File: src/rtl/fifo_rd_stream.sv
// Read-side drain engine: issues FIFO reads, absorbs the one-cycle read latency
// in a 2-entry skid buffer, and delivers a valid/ready stream with packet framing.
module fifo_rd_stream #(
    parameter int DATA_WIDTH = 8,
    parameter int BURST_LEN  = 16,
    parameter int CNT_WIDTH  = 16
) (
    input  logic                  clk_rd,
    input  logic                  rst_n,
    input  logic                  enable,
    input  logic                  empty,
    input  logic [DATA_WIDTH-1:0] fifo_data,
    output logic                  rd_en,
    output logic                  out_valid,
    input  logic                  out_ready,
    output logic [DATA_WIDTH-1:0] out_data,
    output logic                  out_last,
    output logic                  busy,
    output logic [CNT_WIDTH-1:0]  word_cnt
);

    localparam int BW = (BURST_LEN > 1) ? $clog2(BURST_LEN) : 1;
    localparam logic [BW-1:0] LAST = BW'(BURST_LEN - 1);

    typedef enum logic [1:0] {IDLE, RUN, FINISH} state_t;

    state_t                           state, state_nxt;
    logic [1:0]                       occ;
    logic                             inflight;
    logic [BW-1:0]                    issue_cnt, beat_cnt;
    logic [1:0][DATA_WIDTH-1:0]       skid;
    logic                             fire, may_issue, drained;
    logic [1:0]                       pending;

    assign out_valid = (occ != 2'd0);
    assign out_data  = skid[0];
    assign fire      = out_valid && out_ready;
    assign out_last  = out_valid && (beat_cnt == LAST);
    assign busy      = (state != IDLE);

    // Entries that will be held after this cycle if no new read is issued.
    assign pending   = occ + {1'b0, inflight} - {1'b0, fire};
    assign may_issue = (state == RUN) || (state == FINISH && issue_cnt != '0);
    assign rd_en     = may_issue && !empty && (pending < 2'd2);
    assign drained   = (issue_cnt == '0) && (occ == 2'd0) && !inflight;

    always_comb begin
        state_nxt = state;
        case (state)
            IDLE:    if (enable) state_nxt = RUN;
            RUN:     if (!enable) state_nxt = drained ? IDLE : FINISH;
            FINISH: begin
                if (enable)       state_nxt = RUN;
                else if (drained) state_nxt = IDLE;
            end
            default: state_nxt = IDLE;
        endcase
    end

    always_ff @(posedge clk_rd or negedge rst_n) begin
        if (!rst_n) begin
            state     <= IDLE;
            inflight  <= 1'b0;
            issue_cnt <= '0;
            beat_cnt  <= '0;
            word_cnt  <= '0;
        end else begin
            state    <= state_nxt;
            inflight <= rd_en;
            if (rd_en)
                issue_cnt <= (issue_cnt == LAST) ? '0 : issue_cnt + 1'b1;
            if (fire) begin
                beat_cnt <= (beat_cnt == LAST) ? '0 : beat_cnt + 1'b1;
                word_cnt <= word_cnt + 1'b1;
            end
        end
    end

    // Skid buffer: head at index 0; a returning word lands at the tail,
    // which shifts down by one when the head is popped in the same cycle.
    always_ff @(posedge clk_rd or negedge rst_n) begin
        if (!rst_n) begin
            occ  <= 2'd0;
            skid <= '0;
        end else if (inflight && fire) begin
            if (occ == 2'd2) begin
                skid[0] <= skid[1];
                skid[1] <= fifo_data;
            end else begin
                skid[0] <= fifo_data;
            end
        end else if (inflight) begin
            if (occ == 2'd0) skid[0] <= fifo_data;
            else             skid[1] <= fifo_data;
            occ <= occ + 2'd1;
        end else if (fire) begin
            skid[0] <= skid[1];
            occ     <= occ - 2'd1;
        end
    end

endmodule

File: config.mk
export PLATFORM = sky130hd
export DESIGN_NAME = fifo_rd_stream
export DESIGN_NICKNAME = d
export VERILOG_FILES = /design/src/rtl/fifo_rd_stream.sv
export SDC_FILE = /design/constraint.sdc
export NUM_CORES = 1
export LEC_CHECK = 0
export ABC_CLOCK_PERIOD_IN_PS = 1880
export BUFFER_PORTS_ARGS = -buffer_cell sky130_fd_sc_hd__buf_2
export CAP_MARGIN = 0
export CORE_UTILIZATION = 35
export CTS_CLUSTER_SIZE = 12
export DETAILED_ROUTE_END_ITERATION = 6
export HOLD_SLACK_MARGIN = 0.05
export PLACE_DENSITY = 0.66
export SLEW_MARGIN = 25
export SYNTH_ARGS = -nofsm -noshare
export SYNTH_HDL_FRONTEND = slang
export SYNTH_SLANG_ARGS = --single-unit
export TNS_END_PERCENT = 50
File: constraint.sdc
create_clock -name clk_rd -period 1.88 [get_ports clk_rd]
set_input_delay 0.282 -clock clk_rd [delete_from_list [all_inputs] [get_ports clk_rd]]
set_output_delay 0.282 -clock clk_rd [all_outputs]
set_load 0.02 [all_outputs]
# After elaboration in Yosys (flattened, before gate mapping)
# Cells that the tools add are included.
# totals
wordCells	70
input_bits	13
ff_bits	45
# op_classes
n_lt_le_gt_ge	1
add_sub_neg	7
reduce_logical	24
n_mux	18
n_bitwise	1
n_eq_ne	11
# op_table
operator	count
2-to-1 mux 8 bit	7
adder 16 x 1 -> 16 bit (second input constant)	1
2-to-1 mux 16 bit	1
2-to-1 mux 2 bit	7
adder 4 x 1 -> 4 bit (second input constant)	2
== test 4 bit (second input constant)	2
logical AND 1 bit	8
2-to-1 mux 4 bit	2
nonzero test 2 bit	4
one-hot mux 2 bit (3 select lines)	1
AND reduction 3 bit	2
== test 2 bit (second input constant)	2
logical NOT 2 bit	2
logical NOT 4 bit	1
!= test 2 x 1 -> 1 bit (second input constant)	2
!= test 2 bit (second input constant)	2
AND reduction 2 bit	2
nonzero test 4 bit	1
!= test 3 x 1 -> 1 bit (second input constant)	1
!= test 3 bit (second input constant)	1
nonzero test 3 bit	1
adder 2 x 1 -> 2 bit	1
adder 2 x 1 -> 2 bit (second input constant)	1
== test 2 x 1 -> 1 bit (second input constant)	1
6 further kinds	7

# Logic depth before layout (Yosys ltp)
# logic_depth
word_depth	6
ltp_mapped	6
mapped_depth_nobuf	6

# Worst setup path after synthesis
# No wires, ideal clock.
# synth_timing
path_type	register to output
start	register issue_cnt[0]
end	output port rd_en
stages_incl_launch_ff	6
arrival_ns	1.371
path_buffers	0
setup_slack_ns	0.227
cell_sequence	dfrtp_1 inv_1 ha_1 and4bb_2 nor4_4 and2_4
# synth_via
elab_chain_cells	5
# synth_rtl
element	line_no	source
start, declared	30	logic [BW-1:0] issue_cnt, beat_cnt;
start signal, assigned	71	issue_cnt <= (issue_cnt == LAST) ? '0 : issue_cnt + 1'b1;
nonzero test 4 bit	43	assign may_issue = (state == RUN) || (state == FINISH && issue_cnt != '0);
logical AND 1 bit	43	
logical OR 1 bit	43	
logical AND 1 bit (2 in a row)	44	assign rd_en = may_issue && !empty && (pending < 2'd2);
end, declared	13	output logic rd_en,
# Every way passes these cells.

# Worst setup path in the final report
# Ends and elaborated chain as after synthesis.

==> impl_metrics.csv <==
group,metric,value,unit
floorplan,core-area,5960,sq um
finish,drive_gt1_share,33.7,%
drt,antenna_left,0,
timing,finalSetupTns,-0.0657,ns
power,leakage,1.31,nW
timing,fmax,0.514,GHz
flow_run,maxCapViolCount,0,
finish,seqCellArea,1130,sq um
synth,ys.flop_type,"dfrtp_1",
timing,fin_ws,-0.0657,ns
global_route,antenna_found_initial,0,
drt,drc,0,
outcome,status,"complete, but fails checks",
global_route,overflow,0,
global_route,grt_max_degree,28,
place,placed_area,2430,sq um
worst_setup_path,r2r_start,"issue_cnt[0]$_DFFE_PN0P_",
finish,final_area,2630,sq um
worst_setup_path,rrSetupSlack,0.13,ns
place,gp_congestion,0.740,
floorplan,io_pins,41,
drt,routed_wl,4.03,mm
power,ir_drop,0.770,mV
floorplan,die_area,6550,sq um
timing,hold_viol,0,
finish,syn2layout_area_growth,20.7,%
drt,dr.pass1.iters,4,
synth,ys_async_sr_fraction,100,%
worst_setup_path,start_kind,"flip-flop",
floorplan,start_util,36.6,%
synth,syn_inst,195,
hold_path,min_path_cells,2,
power,powerDensity,1530,nW/um^2
finish,n_fill_cell,584,
global_route,grtUsageTotal,13.7,%
synth,synth.yosys.warnings,0,
clock_network,cts.path.max_buffers,2,
clock_network,clkTransAtPathRegs,0.09,ns
clock_network,cts-root-buf,"clkbuf_8",
drt,vias,1502,
drt,drt_iter0_drc,55,
power,total_power,4.03,mW
place,port_buffers,40,
clock_network,clkLatencyLatePin,0.29,ns
worst_setup_path,worstSetupPathType,"flip-flop to primary output",
hold_path,hp-start,"enable",
hold_path,hp-class,"input port to flip-flop",
timing,hold_slack,0.160,ns
worst_setup_path,cp-end-kind,"primary output",
outcome,violations,"setup timing",
finish,nets,259,
clock_network,clkSinkCount,45,
drt,wl_per_cell,12.7,um
global_route,grt_first_pass_wirelength,6.78,mm
hold_path,hold_path_end,"state[1]$_DFFE_PN0P_",
timing,slew_viol_final,0,
synth,syn_nets,212,
worst_setup_path,worst-path-max-fanout,2,
timing,skew,0.00622,ns
timing,slew_headroom,68.5,%
timing,worstMarginPinSlew,0.473,ns
worst_setup_path,r2r_cells,9,
worst_setup_path,crit_required,1.60,ns
floorplan,fp.dieW,80.9,um
worst_setup_path,cp_data_arrival_time,1.66,ns
synth,syn_avg_cell_area,11.2,sq um
worst_setup_path,reg2reg_to,"issue_cnt[3]$_DFFE_PN0P_",
drt,avgViaCountPerCell,4.72,
floorplan,fp-row-count,28,
synth,synth.distinct_cells,42,
finish,multi_input_area,946,sq um
synth,synth_edf_count,0,
clock_network,cts_made_buffers,5,
finish,antenna_cells,0,
clock_network,cts_tree,"yes",
timing,rsz0062_at_grt,"true",
synth,synth-seq-cells,45,
finish,utilization,44.2,%
clock_network,htree_levels,2,
timing,setup_viol,1,
synth,synth.cell_area,2180,sq um
timing,final.min_clock_period,1.95,ns
floorplan,die_h,80.9,um
synth,yosysSeqAreaShare,51.7,%
global_route,grt_pass1_vias,1389,
place,dpl.hpwl,2.85,mm
timing,finalCritPeriodShare,103,%
stage by stage:
step	cells	setup WS (ns)
final	318	-0.0657
after global routing	318	-0.156
after floorplan	195	0.227
after detailed placement	303	0.0721
after global placement	303	0.144
after CTS	316	-0.126
worst max path at each step:
stage,startpoint,cells past startpoint,to
CTS,issue_cnt[1]$_DFFE_PN0P_,6,rd_en
global placement,issue_cnt[0]$_DFFE_PN0P_,6,rd_en
floorplan,issue_cnt[0]$_DFFE_PN0P_,5,rd_en
detailed placement,issue_cnt[0]$_DFFE_PN0P_,6,rd_en
finish,issue_cnt[0]$_DFFE_PN0P_,6,rd_en
global route,issue_cnt[1]$_DFFE_PN0P_,6,rd_en
repair_timing:
action	in CTS	in global routing
hold endpoints to repair	18	0
gates resized for setup	6	2
hold buffers	1	0
setup buffers	4	2
setup endpoints to repair	1	1
pin swaps	3	3
layer usage:
| layer | part of all wire, % | up-vias | track usage, % |
|---|---|---|---|
| li1 | - | 757 | - |
| met1 | 49 | 712 | 18.7 |
| met2 | 46 | 31 | 21.3 |
| met3 | 4.5 | 2 | 3.82 |
| met4 | 0.40 | 0 | 3.39 |
| met5 | 0 | - | 0 |
power by group:
group | internal [mW] | total, mW | leakage, nW | switching (mW)
clock network | 0.432 | 0.760 | 0.0574 | 0.328
logic | 0.759 | 1.63 | 0.686 | 0.872
registers | 1.32 | 1.63 | 0.569 | 0.313
total | 2.51 | 4.03 | 1.31 | 1.51
placed cells by master (no fill, tap or decap), types with 2 or more instances in the layout:
| master | netlist | final |
|---|---|---|
| buf_4 | 9 | 12 |
| nor2_1 | 7 | 7 |
| nor3_1 | 2 | 2 |
| nand2_1 | 27 | 27 |
| dfrtp_1 | 45 | 43 |
| mux2_2 | 5 | 5 |
| xnor2_1 | 14 | 14 |
| nor4_4 | 2 | 2 |
| inv_2 | 1 | 3 |
| a31oi_1 | 4 | 4 |
| nand3_1 | 8 | 8 |
| clkbuf_8 | 0 | 6 |
| nand4_1 | 2 | 2 |
| o21ai_1 | 5 | 5 |
| nand3b_1 | 2 | 2 |
| mux2i_1 | 8 | 8 |
| and3_1 | 4 | 4 |
| a21oi_1 | 3 | 3 |
| buf_2 | 3 | 39 |
| mux2_1 | 3 | 3 |
| xor2_1 | 6 | 6 |
| ha_1 | 4 | 3 |
| o21ai_0 | 8 | 8 |
| dfrtp_2 | 0 | 2 |
worst max-delay path: stages (launching register included):
cell and delay, ns:
dfrtp_1 0.37, inv_2 0.06, ha_4 0.16, and4bb_2 0.24
nor4_4 0.24, and2_4 0.20, buf_6 0.11
synthesized netlist by cell type (2+ instances only):
cell      number  area, sq um
dfrtp_1       45         1130
nand2_1       27          101
xnor2_1       14          123
buf_4          9         67.6
mux2i_1        8         80.1
nand3_1        8         40.0
o21ai_0        8         40.0
nor2_1         7         26.3
xor2_1         6         52.6
mux2_2         5         56.3
o21ai_1        5         25.0
a31oi_1        4         25.0
and3_1         4         25.0
ha_1           4         50.1
a21oi_1        3         15.0
buf_2          3         15.0
inv_1          3         11.3
mux2_1         3         33.8
buf_6          2         22.5
nand3b_1       2         15.0
nand4_1        2         12.5
nor3_1         2         10.0
nor4_4         2         42.5
kinds of logic (layout without fill, tap and decap cells):
group / count (synthesis) / in the layout / share of synthesized area [%]
simple gates: 65 / 65 / 17.3
xor+xnor: 20 / 20 / 8.04
compound gates: 27 / 27 / 7.41
mux: 16 / 16 / 7.81
fa+ha+maj: 4 / 4 / 2.30
buf+inv: 18 / 66 / 5.51
flops: 45 / 45 / 51.7
state kept, by name (all words and copies together), names as in the netlist:
register and count:
occ 2, out_data 8, state 2, skid 8
beat_cnt 4, inflight 1, issue_cnt 4, word_cnt 16
area by class of cell:
class                   instances  area share [%]
flip-flops and latches         45            42.9
multi-input cells             132            36.0
repair buffers                 54            12.4
well taps                      75            3.57
clock buffers                   6            3.14
clock inverters                 2            1.43
inverters                       4           0.571
Power figures use the tool's default switching activity.
